===== src/rtl/mouse_position_tracker_pkg.sv =====
// mouse_pkg: shared widths, screen constants, edge flag indices and clamp helper
package mouse_pkg;
   localparam int POS_W   = 12;
   localparam int DELTA_W = 9;
   localparam int ACC_W   = 14;
   localparam int SCR_MAX_X = 1019;
   localparam int SCR_MAX_Y = 763;
   localparam int CTR_X     = 511;
   localparam int CTR_Y     = 383;
   localparam int EDGE_MIN_X = 0;
   localparam int EDGE_MAX_X = 1;
   localparam int EDGE_MIN_Y = 2;
   localparam int EDGE_MAX_Y = 3;
   typedef logic [POS_W-1:0] pos_t;
   typedef logic signed [DELTA_W-1:0] delta_t;
   typedef logic signed [ACC_W-1:0] acc_t;
   function automatic pos_t clamp(acc_t p, pos_t lo, pos_t hi);
      return (p < $signed({{(ACC_W-POS_W){1'b0}}, lo}) || lo > hi) ? lo :
             (p > $signed({{(ACC_W-POS_W){1'b0}}, hi})) ? hi : pos_t'(p[POS_W-1:0]);
   endfunction
endpackage


===== src/rtl/mouse_position_tracker_if.sv =====
// mouse_position_tracker_if: constraint command strobes plus decoded movement packet
interface mouse_position_tracker_if;
   import mouse_pkg::*;
   pos_t   value;
   logic   setmax_x;
   logic   setmax_y;
   logic   setmin_x;
   logic   setmin_y;
   logic   set_x;
   logic   set_y;
   logic   move_valid;
   delta_t dx;
   delta_t dy;
   logic   x_ovf;
   logic   y_ovf;
   modport master(output value, setmax_x, setmax_y, setmin_x, setmin_y, set_x, set_y,
                  move_valid, dx, dy, x_ovf, y_ovf);
   modport slave(input value, setmax_x, setmax_y, setmin_x, setmin_y, set_x, set_y,
                 move_valid, dx, dy, x_ovf, y_ovf);
endinterface


===== src/rtl/mouse_position_tracker_axis_tracker.sv =====
// axis_tracker: one axis's bounds and clamped position with set/move/re-clamp priority
module axis_tracker
   import mouse_pkg::*;
#(
   parameter int RST_MIN = 0,
   parameter int RST_MAX = SCR_MAX_X,
   parameter int RST_POS = CTR_X,
   parameter bit INVERT  = 1'b0
) (
   input  logic   clk,
   input  logic   rst_n,
   input  pos_t   value,
   input  logic   set_min,
   input  logic   set_max,
   input  logic   set_pos,
   input  logic   move,
   input  delta_t delta,
   output pos_t   pos,
   output logic   at_min,
   output logic   at_max,
   output logic   loaded
);
   pos_t min_q, max_q, nmin, nmax, npos;
   acc_t cur, d, src;
   // next bounds take effect first, then set > move > re-clamp selects the source
   always_comb begin
      nmin   = set_min ? value : min_q;
      nmax   = set_max ? value : max_q;
      cur    = $signed({{(ACC_W-POS_W){1'b0}}, pos});
      d      = acc_t'(delta);
      src    = set_pos ? $signed({{(ACC_W-POS_W){1'b0}}, value}) :
               move ? (INVERT ? cur - d : cur + d) : cur;
      loaded = set_pos | move | set_min | set_max;
      npos   = loaded ? clamp(src, nmin, nmax) : pos;
   end
   // bound, position and edge-flag registers
   always_ff @(posedge clk or negedge rst_n) begin
      if (!rst_n) begin
         min_q  <= pos_t'(RST_MIN);
         max_q  <= pos_t'(RST_MAX);
         pos    <= pos_t'(RST_POS);
         at_min <= (RST_POS == RST_MIN);
         at_max <= (RST_POS == RST_MAX);
      end else begin
         min_q  <= nmin;
         max_q  <= nmax;
         pos    <= npos;
         at_min <= (npos == nmin);
         at_max <= (npos == nmax);
      end
   end
endmodule


===== src/rtl/mouse_position_tracker.sv =====
// mouse_position_tracker: integrates PS/2 deltas into a bounded cursor position
module mouse_position_tracker
   import mouse_pkg::*;
#(
   parameter int RST_MAX_X = SCR_MAX_X,
   parameter int RST_MAX_Y = SCR_MAX_Y,
   parameter int RST_MIN_X = 0,
   parameter int RST_MIN_Y = 0,
   parameter int RST_POS_X = CTR_X,
   parameter int RST_POS_Y = CTR_Y
) (
   input  logic                     clk,
   input  logic                     rst_n,
   mouse_position_tracker_if.slave  cmd,
   output pos_t                     xpos,
   output pos_t                     ypos,
   output logic                     pos_update,
   output logic [3:0]               at_edge
);
   logic ld_x, ld_y, min_x, max_x, min_y, max_y;
   axis_tracker #(.RST_MIN(RST_MIN_X), .RST_MAX(RST_MAX_X), .RST_POS(RST_POS_X), .INVERT(1'b0)) u_x (
      .clk(clk), .rst_n(rst_n), .value(cmd.value), .set_min(cmd.setmin_x), .set_max(cmd.setmax_x),
      .set_pos(cmd.set_x), .move(cmd.move_valid & ~cmd.x_ovf), .delta(cmd.dx),
      .pos(xpos), .at_min(min_x), .at_max(max_x), .loaded(ld_x));
   // PS/2 reports up as positive while the screen grows downward, so Y subtracts
   axis_tracker #(.RST_MIN(RST_MIN_Y), .RST_MAX(RST_MAX_Y), .RST_POS(RST_POS_Y), .INVERT(1'b1)) u_y (
      .clk(clk), .rst_n(rst_n), .value(cmd.value), .set_min(cmd.setmin_y), .set_max(cmd.setmax_y),
      .set_pos(cmd.set_y), .move(cmd.move_valid & ~cmd.y_ovf), .delta(cmd.dy),
      .pos(ypos), .at_min(min_y), .at_max(max_y), .loaded(ld_y));
   assign at_edge[EDGE_MIN_X] = min_x;
   assign at_edge[EDGE_MAX_X] = max_x;
   assign at_edge[EDGE_MIN_Y] = min_y;
   assign at_edge[EDGE_MAX_Y] = max_y;
   // pulse whenever either position register was written this edge
   always_ff @(posedge clk or negedge rst_n) begin
      if (!rst_n) pos_update <= 1'b0;
      else pos_update <= ld_x | ld_y;
   end
endmodule


===== src/flat_wrapper.sv =====
// flat-port wrapper written by rule: the top's interface ports become plain ports
module mouse_position_tracker_flat import mouse_pkg::*;
#(
   parameter int RST_MAX_X = SCR_MAX_X,
   parameter int RST_MAX_Y = SCR_MAX_Y,
   parameter int RST_MIN_X = 0,
   parameter int RST_MIN_Y = 0,
   parameter int RST_POS_X = CTR_X,
   parameter int RST_POS_Y = CTR_Y
)
  (clk, rst_n, xpos, ypos, pos_update, at_edge, cmd_value, cmd_setmax_x, cmd_setmax_y, cmd_setmin_x, cmd_setmin_y, cmd_set_x, cmd_set_y, cmd_move_valid, cmd_dx, cmd_dy, cmd_x_ovf, cmd_y_ovf);
  mouse_position_tracker_if cmd_i ();
  input  logic clk;
  input  logic rst_n;
  output pos_t xpos;
  output pos_t ypos;
  output logic pos_update;
  output logic [3:0] at_edge;
  input wire logic [$bits(cmd_i.value)-1:0] cmd_value;
  input wire logic [$bits(cmd_i.setmax_x)-1:0] cmd_setmax_x;
  input wire logic [$bits(cmd_i.setmax_y)-1:0] cmd_setmax_y;
  input wire logic [$bits(cmd_i.setmin_x)-1:0] cmd_setmin_x;
  input wire logic [$bits(cmd_i.setmin_y)-1:0] cmd_setmin_y;
  input wire logic [$bits(cmd_i.set_x)-1:0] cmd_set_x;
  input wire logic [$bits(cmd_i.set_y)-1:0] cmd_set_y;
  input wire logic [$bits(cmd_i.move_valid)-1:0] cmd_move_valid;
  input wire logic [$bits(cmd_i.dx)-1:0] cmd_dx;
  input wire logic [$bits(cmd_i.dy)-1:0] cmd_dy;
  input wire logic [$bits(cmd_i.x_ovf)-1:0] cmd_x_ovf;
  input wire logic [$bits(cmd_i.y_ovf)-1:0] cmd_y_ovf;
  assign cmd_i.value = cmd_value;
  assign cmd_i.setmax_x = cmd_setmax_x;
  assign cmd_i.setmax_y = cmd_setmax_y;
  assign cmd_i.setmin_x = cmd_setmin_x;
  assign cmd_i.setmin_y = cmd_setmin_y;
  assign cmd_i.set_x = cmd_set_x;
  assign cmd_i.set_y = cmd_set_y;
  assign cmd_i.move_valid = cmd_move_valid;
  assign cmd_i.dx = cmd_dx;
  assign cmd_i.dy = cmd_dy;
  assign cmd_i.x_ovf = cmd_x_ovf;
  assign cmd_i.y_ovf = cmd_y_ovf;
  mouse_position_tracker #(.RST_MAX_X(RST_MAX_X), .RST_MAX_Y(RST_MAX_Y), .RST_MIN_X(RST_MIN_X), .RST_MIN_Y(RST_MIN_Y), .RST_POS_X(RST_POS_X), .RST_POS_Y(RST_POS_Y)) u_core (.clk(clk), .rst_n(rst_n), .cmd(cmd_i), .xpos(xpos), .ypos(ypos), .pos_update(pos_update), .at_edge(at_edge));
endmodule

===== config.mk =====
export PLATFORM = sky130hd
export DESIGN_NAME = mouse_position_tracker_flat
export DESIGN_NICKNAME = d
export VERILOG_FILES = /design/src/rtl/mouse_position_tracker_pkg.sv /design/src/rtl/mouse_position_tracker_if.sv /design/src/rtl/mouse_position_tracker_axis_tracker.sv /design/src/rtl/mouse_position_tracker.sv /design/src/flat_wrapper.sv
export SDC_FILE = /design/constraint.sdc
export NUM_CORES = 1
export LEC_CHECK = 0
export BUFFER_PORTS_ARGS = -buffer_cell sky130_fd_sc_hd__buf_2
export CAP_MARGIN = 40
export CELL_PAD_IN_SITES_DETAIL_PLACEMENT = 1
export CELL_PAD_IN_SITES_GLOBAL_PLACEMENT = 1
export CORE_ASPECT_RATIO = 0.9
export CORE_MARGIN = 4
export CORE_UTILIZATION = 40
export DETAILED_ROUTE_END_ITERATION = 8
export PLACE_DENSITY = 0.7
export SETUP_SLACK_MARGIN = 0.2
export SYNTH_ARGS = -nofsm -noshare
export SYNTH_HDL_FRONTEND = slang
export SYNTH_SLANG_ARGS = --single-unit

===== constraint.sdc =====
create_clock -name clk -period 6.6 [get_ports clk]
set_input_delay 0.66 -clock clk [delete_from_list [all_inputs] [get_ports clk]]
set_output_delay 0.66 -clock clk [all_outputs]
set_load 0.02 [all_outputs]

==> reports/qor.txt <==
IO buf count = 69
Initial Util = 41.00%
GRT Total Usage = 27.80%
Sw power = 0.001673 W
Topmost layer with routed signal wires = met4
Max cap viols = 0
Core ar. = 20960 um2
Hold Path Class = in -> async
FF-to-FF path depth = 17
Final period util = 85.75%
Reg-to-reg critical path startpoint = u_core.u_x.pos[5]$_DFF_PN1_
Most common cell after layout, fill and taps aside = ha_1
Worst-Margin Slew = 881.8 ps
Cell Pwr Density = 351.5 nW/um2
N_diodes = 0
Final TNS setup = 0 ps
Met3 wire length = 2810 um
Relative slew slack = 39.53%
Number of gates given a new drive strength after cts = 0
Sequential share of power = 23.1%
Post-synthesis net count = 1165
Pleak = 4.376 nW
DP Wirelength = 26200 um
CP endpoint kind = register
Endpoints failing setup = 0
Final nets = 1235
Prevailing post-synth register cell = dfrtp_1
CP required = 6850 ps
Unique masters post-synth = 90
Arr. time, crit path = 5910 ps
CTS Buffer Depth = 2
Delay-heaviest family, CP = compound AO/OA/AOI/OAI gates
Share of layout cells above drive strength 1 = 16.89%
Routability Congestion = 0.9505
Avg Inst Size Synth = 8.374 um2
Flop-to-flop setup slack = 940 ps
Syn. warnings = 0
Combinational Power Share = 61.2%
Buffers and inverters on the worst path = 0
Sw frac = 49.33%
Final Hold Fails = 0
Sinks on Clock Net = 77
Cells after Synth = 1026
Die X = 162.5 um
Die Span Y = 147.0 um
Routed met2 length = 13350 um
Antenna violations before repair = 0
Placed cells = 1371
Clock H-tree levels = 3
Fin crit period = 5659 ps
Max stage delay on crit path = 630 ps
Int Power = 0.001719 W
CP Class = reg -> reg
Overflow after GRT = 0
Routed vias/inst = 6.141
Async SR Flop Fraction = 100.0%
I/O pin cnt = 70
Outcome = complete, no violations
First-pass GRT wire length = 51100 um
Std cell rows = 50
Final Power = 0.003392 W
Critical Path Start Type = register
CTS root buf = clkbuf_16
Vias = 8517
Num CTS Buffers = 9
EDFF count, synth = 0
RR Endpoint = u_core.u_x.at_max$_DFF_PN0_
Initial DRC count = 719
Post-CTS Setup Inserts = 0
Most frequent cells in the layout = 96 x ha_1, 83 x inv_1, 70 x nor2_1
Vias in the first global route = 8439
Peak VDD IR = 146.0 uV
Area grow syn2layout = 12.29%
Slew Limit Fails = 0
Unrepaired setup endpoints after global routing = no
Cell area after synthesis = 8592 um2
Post-DRT Antenna Nets = 0
Clock latency on the worst-skew pair = 350 ps
Clock transition at path regs = 70 ps
Worst path slowest cell = dfstp_2
Clk pwr share = 15.7%
Worst Skew = 8.887 ps
Die ar. = 23890 um2
Register area share after synthesis = 22.92%
Metal1 wirelength = 16690 um
Yosys reg bits = 77
Fin cells = 1387
Fmax achieved = 176.7 MHz
Critical Path Fanout Max = 12
Pin count of the biggest net entering global routing = 52
CTS tree = built
CTS Hold Bufs = 0
DRT Pass-1 Iters = 5
DR DRC count = 0
Critical path cell sequence = ha_1, a311oi_1, o21bai_1, a211oi_1, xnor2_1, mux2i_1, o21ai_0, ha_1, a2111oi_0, o21ai_0, a2bb2oi_1, a21boi_2, and2_1, a221oi_1, xnor2_1, nand4_1, nor4b_2
Routed wire length = 33510 um
DR WL/cell = 24.16 um
[cell families (layout without fill, tap and decap cells)]
kind of cell | Yosys count | count (layout) | synth area share [%]
compound gates | 302 | 302 | 24.13
simple gates | 282 | 282 | 16.64
buf+inv | 126 | 201 | 6.073
fa+ha+maj | 98 | 98 | 14.45
flops | 77 | 77 | 22.92
mux | 73 | 73 | 8.854
xor+xnor | 68 | 68 | 6.932
[registers in the layout (all words and copies together), names as in the netlist]
name / flops
u_core.pos_update: 1
u_core.u_x.at_max: 1
u_core.u_x.at_min: 1
u_core.u_x.max_q: 12
u_core.u_x.min_q: 12
u_core.u_x.pos: 12
u_core.u_y.at_max: 1
u_core.u_y.at_min: 1
u_core.u_y.max_q: 12
u_core.u_y.min_q: 12
u_core.u_y.pos: 12
[cell usage after synthesis (all sizes together), types with 6 or more instances]
cell,n,area share [%]
ha,96,14
inv,83,3.6
nor2,71,3.3
a21oi,68,4.0
o21ai,68,4.1
mux2i,65,7.8
nand2,64,2.9
xnor2,63,6.4
dfrtp,43,13
dfstp,34,10
nand3,28,1.7
nor3,27,1.6
clkbuf,25,1.1
a211oi,18,1.7
a21o,18,1.6
buf,18,1.3
nand2b,17,1.2
o22ai,16,1.2
nand4,15,1.1
nor4,15,1.2
a31oi,12,0.87
nor2b,11,0.80
o21a,11,0.96
a211o,8,0.82
and3,8,0.58
mux2,8,1.1
o221ai,8,0.82
a2111oi,7,0.89
a221oi,7,0.86
and2,6,0.44
o211ai,6,0.52
[power by group through the flow]
stage	Combinational (W)	Sequential [W]	Clock, W
after floorplan	0.00139	0.000779	0
after global placement	0.00198	0.000780	0
after detailed placement	0.00202	0.000782	0
after CTS	0.00204	0.000774	0.000539
after global routing	0.00226	0.000791	0.000561
final	0.00208	0.000784	0.000531
[per-layer routing]
metal / global-route usage, % / vias up
met1: 43.19 / 4218
met4: 6.892 / 0
met5: 0 / -
met3: 6.171 / 38
met2: 38.54 / 327
li1: - / 3934
[worst max path at each step]
stage	startpoint	to	cells past startpoint
4_1_cts	u_core.u_x.pos[5]$_DFF_PN1_	u_core.u_x.at_min$_DFF_PN0_	19
6_report	u_core.u_x.pos[5]$_DFF_PN1_	u_core.u_x.at_max$_DFF_PN0_	17
3_5_place_dp	cmd_dx[8]	u_core.u_x.at_max$_DFF_PN0_	20
2_1_floorplan	cmd_dx[0]	u_core.u_x.at_min$_DFF_PN0_	21
3_3_place_gp	cmd_dx[2]	u_core.u_x.at_max$_DFF_PN0_	20
5_1_grt	u_core.u_x.pos[5]$_DFF_PN1_	u_core.u_x.at_max$_DFF_PN0_	19
[final cells by class]
| type | instances | area [um2] |
|---|---|---|
| clock buffers | 10 | 239.0 |
| repair buffers | 102 | 595.6 |
| inverters | 83 | 311.5 |
| fillers | 2601 | 11310 |
| multi-input cells | 823 | 6113 |
| clock inverters | 6 | 61.31 |
| well taps | 286 | 357.8 |
| flip-flops and latches | 77 | 1969 |
[worst reg2reg max path, cell delays in order (launching register included)]
cell	delay, ps
dfstp_2	630
ha_1	330
a311oi_1	310
o21bai_1	150
a211oi_1	400
xnor2_1	180
mux2i_1	110
o21ai_0	510
ha_1	380
a2111oi_0	480
o21ai_0	190
a2bb2oi_1	250
a21boi_2	200
and2_1	370
a221oi_1	470
xnor2_1	170
nand4_1	140
nor4b_2	290
[per-stage QoR]
stage / worst slack (ps) / hold slack [ps] / utilization, % / instance area (um2)
3_5_place_dp: 870.7 / 571.0 / 44.60 / 9348
6_report: 940.7 / 232.9 / 46.04 / 9648
5_1_grt: 545.0 / 244.2 / 46.04 / 9648
3_3_place_gp: 963.3 / 564.2 / 44.60 / 9348
4_1_cts: 1066 / 231.8 / 46.04 / 9648
2_1_floorplan: 1792 / 364.4 / - / 8592
(Power assumes the default switching activity.)
